**src/rtl/mem_arbiter.sv**
```systemverilog
// mem_arbiter: merges instruction-cache (client 0) and data-cache (client 1)
// traffic onto one in-order memory port. Grant and response routing are purely
// combinational; a small ID FIFO remembers which client issued each
// outstanding read so that every response is steered back to its issuer.
//
// Build option: define MEM_ARB_FIXED_PRIORITY_EN to make client 1 win every
// conflict (the round-robin pointer is then removed). Default is round-robin.
module mem_arbiter #(
  parameter int DEPTH = 4,
  parameter int CW    = $clog2(DEPTH + 1)
) (
  input  logic        i_clk,
  input  logic        i_rst,
  output logic        o_c0_mem_ready,
  input  logic [31:0] i_c0_mem_addr,
  input  logic        i_c0_mem_ren,
  input  logic        i_c0_mem_wen,
  input  logic [31:0] i_c0_mem_wdata,
  output logic [31:0] o_c0_mem_rdata,
  output logic        o_c0_mem_valid,
  output logic        o_c1_mem_ready,
  input  logic [31:0] i_c1_mem_addr,
  input  logic        i_c1_mem_ren,
  input  logic        i_c1_mem_wen,
  input  logic [31:0] i_c1_mem_wdata,
  output logic [31:0] o_c1_mem_rdata,
  output logic        o_c1_mem_valid,
  input  logic        i_mem_ready,
  output logic [31:0] o_mem_addr,
  output logic        o_mem_ren,
  output logic        o_mem_wen,
  output logic [31:0] o_mem_wdata,
  input  logic [31:0] i_mem_rdata,
  input  logic        i_mem_valid,
  output logic        o_err
);

  localparam int PW = (DEPTH > 1) ? $clog2(DEPTH) : 1;

  logic          c0_req;
  logic          c1_req;
  logic          c0_rd;
  logic          c1_rd;
  logic          accept_ok;
  logic          pref_c1;
  logic          c0_acc;
  logic          c1_acc;
  logic          push;
  logic          pop;
  logic          head_id;
  logic [CW-1:0] count;
  logic [PW-1:0] wptr;
  logic [PW-1:0] rptr;
  logic          id_mem [DEPTH];
  logic          err_q;

  // Pointer advance with explicit wrap so non-power-of-two depths work.
  function automatic logic [PW-1:0] ptr_inc(input logic [PW-1:0] p);
    if (p == PW'(DEPTH - 1)) return '0;
    return p + PW'(1);
  endfunction

  // A client asserting both strobes is treated as a write; its read is masked.
  assign c0_req = i_c0_mem_ren | i_c0_mem_wen;
  assign c1_req = i_c1_mem_ren | i_c1_mem_wen;
  assign c0_rd  = i_c0_mem_ren & ~i_c0_mem_wen;
  assign c1_rd  = i_c1_mem_ren & ~i_c1_mem_wen;

  // No bypass when full: a same-cycle pop does not free a slot for a push.
  assign accept_ok = i_mem_ready & (count < CW'(DEPTH)) & ~i_rst;

`ifdef MEM_ARB_FIXED_PRIORITY_EN
  assign pref_c1 = 1'b1;
`else
  logic last;

  assign pref_c1 = ~last;

  // Remember the most recently granted client; reset favours client 0 first.
  always_ff @(posedge i_clk) begin
    if (i_rst) begin
      last <= 1'b1;
    end else if (c0_acc | c1_acc) begin
      last <= c1_acc;
    end
  end
`endif

  // pref_c1 only matters on a conflict; an idle client still sees ready when
  // it would win, so a cache that issues only on ready is never starved.
  assign o_c0_mem_ready = accept_ok & (~c1_req | ~pref_c1);
  assign o_c1_mem_ready = accept_ok & (~c0_req | pref_c1);
  assign c0_acc = c0_req & o_c0_mem_ready;
  assign c1_acc = c1_req & o_c1_mem_ready;

  assign o_mem_ren   = (c0_acc & c0_rd) | (c1_acc & c1_rd);
  assign o_mem_wen   = (c0_acc & i_c0_mem_wen) | (c1_acc & i_c1_mem_wen);
  assign o_mem_addr  = c1_acc ? i_c1_mem_addr  : i_c0_mem_addr;
  assign o_mem_wdata = c1_acc ? i_c1_mem_wdata : i_c0_mem_wdata;

  // Only reads are tracked; the pushed ID is simply "client 1 was granted".
  assign push    = o_mem_ren;
  assign pop     = i_mem_valid & (count != '0) & ~i_rst;
  assign head_id = id_mem[rptr];

  assign o_c0_mem_valid = pop & ~head_id;
  assign o_c1_mem_valid = pop & head_id;
  assign o_c0_mem_rdata = i_mem_rdata;
  assign o_c1_mem_rdata = i_mem_rdata;
  assign o_err          = err_q;

  // ID FIFO occupancy and pointers; reset drops every outstanding ID.
  always_ff @(posedge i_clk) begin
    if (i_rst) begin
      count <= '0;
      wptr  <= '0;
      rptr  <= '0;
    end else begin
      if (push) wptr <= ptr_inc(wptr);
      if (pop)  rptr <= ptr_inc(rptr);
      if (push & ~pop) begin
        count <= count + CW'(1);
      end else if (pop & ~push) begin
        count <= count - CW'(1);
      end
    end
  end

  // ID storage; contents are meaningless outside the count window, so no reset.
  always_ff @(posedge i_clk) begin
    if (push) id_mem[wptr] <= c1_acc;
  end

  // Sticky error: a response arrived while nothing was outstanding.
  always_ff @(posedge i_clk) begin
    if (i_rst) begin
      err_q <= 1'b0;
    end else if (i_mem_valid & (count == '0)) begin
      err_q <= 1'b1;
    end
  end

endmodule

```
**config.mk**
```make
export PLATFORM = sky130hd
export DESIGN_NAME = mem_arbiter
export DESIGN_NICKNAME = d
export VERILOG_FILES = /design/src/rtl/mem_arbiter.sv
export SDC_FILE = /design/constraint.sdc
export NUM_CORES = 1
export LEC_CHECK = 0
export BUFFER_PORTS_ARGS = -buffer_cell sky130_fd_sc_hd__buf_2
export CAP_MARGIN = 25
export CELL_PAD_IN_SITES_DETAIL_PLACEMENT = 0
export CELL_PAD_IN_SITES_GLOBAL_PLACEMENT = 1
export CORE_AREA = 4 4 116 118
export CTS_CLUSTER_DIAMETER = 60
export DETAILED_ROUTE_END_ITERATION = 10
export DIE_AREA = 0 0 120 122
export PLACE_DENSITY_LB_ADDON = 0.2
export SETUP_SLACK_MARGIN = 0.5
export SYNTH_ARGS = -nofsm -noshare
export SYNTH_HDL_FRONTEND = slang
export SYNTH_SLANG_ARGS = --single-unit
export TNS_END_PERCENT = 100
```
**constraint.sdc**
```tcl
create_clock -name i_clk -period 3.4 [get_ports i_clk]
set_clock_uncertainty 0.05 [all_clocks]
set_input_delay 0.34 -clock i_clk [delete_from_list [all_inputs] [get_ports i_clk]]
set_output_delay 0.34 -clock i_clk [all_outputs]
set_load 0.05 [all_outputs]
```
==> reports/results.tsv <==
metric	value	unit
synth_simple_gate_area_share	0.06981	
worstRegToRegCells	8	
fp.dieH	122	µm
ys_seq_area_frac	0.1507	
clk_pin_slew_worst_paths	0.05	ns
synthMuxAreaShare	0.4194	
wl_per_cell	14.65	µm
ys_types	32	
grtUsageMet3	0.05153	
crit_chain	or3b_4 > nor2_4 > o21ai_4 > buf_12 > mux2_2 > buf_2	
grt.met2_usage	0.1419	
combPwrFrac	0.561	
drc	0	
hold_viol	0	
pwr-share-seq	0.217	
grt_pass1_vias	1935	
slowest_delay	0.48	ns
ys_seq_elements	15	
critPathKind	flop to output port	
synth.net_count	389	
ioPinCount	303	
numCtsBuffers	3	
track_usage	0.09135	
hpwl	6769	µm
swShare	0.4354	
holdPathStages	3	
final-setup-viol-count	0	
power_density	336.4	nW/µm²
start_util	0.1812	
grt_busiest_layer	met2	
final_common_cell	buf_2	
worstSetupPathDepth	6	
syn_avg_cell_area	10.55	µm²
crit_slowest_cell	or3b_4	
seqCellArea	340.3	µm²
antenna_cells	0	
core	12470	µm²
firstDrtPassIters	4	
power	1.023	mW
multiInputGateArea	1333	µm²
hp-class	input pin to flop	
tns	0	ns
vias	1980	
grt_overflow	0	
worstMarginPinSlew	0.6283	ns
rsz0062_at_grt	false	
cts.sinks	15	
clk_latency	0.24	ns
start_kind	flop	
crit_fanout	56	
worstSetupEndpointType	output port	
p_switching	0.4455	mW
portBuffers	206	
ir_drop	0.1288	mV
synth_top_family_by_area	multiplexers	
synth_top_area_share	0.3258	
ys_warn_count	0	
whs	0.2927	ns
h-tree-depth	1	
grt.met1_usage	0.1101	
path_buf_inv	2	
cts_tree	built	
cts_root_buffer	clkbuf_16	
place_congestion	0.7241	
p_int	0.5776	mW
routed_via_density	3.779	
required	3.01	ns
max_clock_freq	374.0	MHz
syn_to_final_growth	34.68	%
nNetsFinal	528	
slew_headroom	0.5786	
synth_area	2258	µm²
final_util	0.2440	
synth-xor-area-share	0.007756	
synth_top_area_cell	mux2_4	
synth_compound_area_frac	0.04543	
grt_pass1_wl	10530	µm
p_clk_frac	0.222	
drive_gt1_frac	0.7955	
period_share	0.7864	
die_area	14640	µm²
finalWirelength	7674	µm
layout_min_cycle_time	2.674	ns
crit_arrival	2.28	ns
grt_max_degree	57	
syn_inst	214	
post_cts_buffers	0	
ys_top_cells_by_area	mux2_4, buf_4, dfxtp_1, mux2_2, edfxtp_1	
die_w	120	µm
cp_top_family	simple AND/OR/NAND/NOR gates	
power_leakage	1.724	nW
ant_nets	0	
synth_fa_ha_area_frac	0.04211	
fillers	1362	
row_count	41	
outcome	completed	
drv_slew	0	
drt_first_iter_violations	37	
antenna_found_initial	0	
clockBufferDepth	2	
mostFrequentLayoutCells	buf_2, mux2_4, mux2_2, dfxtp_1, nor2_1	
drv_cap	0	
-- worst reg2reg max path: cells and delay by family, from the launching register on --
kind	cells	cell delay, ns
AO/OA/AOI/OAI	2	0.68
adder cells (fa/ha/maj)	2	0.57
AND/OR/NAND/NOR	2	0.56
flip-flops	1	0.35
XOR/XNOR	1	0.16
buffers and inverters	1	0.06
-- routing by layer --
metal | vias to the layer above | share of wire
li1 | 949 | -
met1 | 841 | 0.39
met2 | 176 | 0.44
met3 | 14 | 0.15
met4 | 0 | 0.013
met5 | - | 0
-- Yosys cell counts --
cell and instances:
mux4_2 1, o31ai_1 1, o21ai_0 3, and2_1 4, edfxtp_1 4, buf_4 64
or4_1 1, xor2_1 2, or3_1 1, buf_6 8, o311ai_0 1, o21ai_2 1
buf_2 1, a21oi_1 5, fa_1 1, nand2b_1 2, mux2_2 15, or3b_1 1
a21boi_0 1, nor2b_1 1, nor2_1 11, nor2_4 1, dfxtp_1 11, ha_1 6
inv_1 6, mux2_4 49, o21a_1 3, nor3b_1 2, a211oi_1 1, mux2i_1 2
and3b_1 1, nor3_1 3
-- power groups by stage --
stage	Combinational (mW)	Sequential, mW	Clock (mW)
2_1_floorplan	0.627	0.229	0
3_3_place_gp	0.579	0.226	0
3_5_place_dp	0.579	0.226	0
4_1_cts	0.581	0.223	0.235
5_1_grt	0.613	0.226	0.243
6_report	0.574	0.222	0.227
-- timing repair --
item | in CTS | in global routing
endpoints found under the setup margin | 0 | 6
endpoints found under the hold margin | 0 | 0
hold buffers | 0 | 0
gates resized for setup | 0 | 1
-- area by class of cell --
cell class / count / area share
timing repair buffer: 207 / 0.3455
clock inverter: 1 / 0.001645
tap: 172 / 0.07075
sequential: 15 / 0.1119
inverter: 6 / 0.007404
multi-input combinational: 120 / 0.4381
clock buffer: 3 / 0.02468
-- cell families after synthesis --
logic type,Yosys count
compound gates,16
xor+xnor,2
fa+ha+maj,7
buf+inv,79
flops,15
mux,67
simple gates,28
-- final timing paths --
| kind | end | slack, ns | start |
|---|---|---|---|
| max | o_mem_wdata[18] | 0.73 | count[2] |
| max reg2reg | count[2] | 0.91 | count[1] |
| min reg2reg | o_err | 0.42 | o_err |
| min | o_err | 0.29 | i_mem_valid |
-- stage by stage --
step	instances	instance area, µm²	setup slack, ns
floorplan	214	2261	0.5537
global placement	520	2959	0.7062
detailed placement	520	2959	0.6584
CTS	524	3039	0.5444
global route	524	3042	0.5724
finish	524	3042	0.7263
Note: power is estimated with default switching activity, not from simulation.
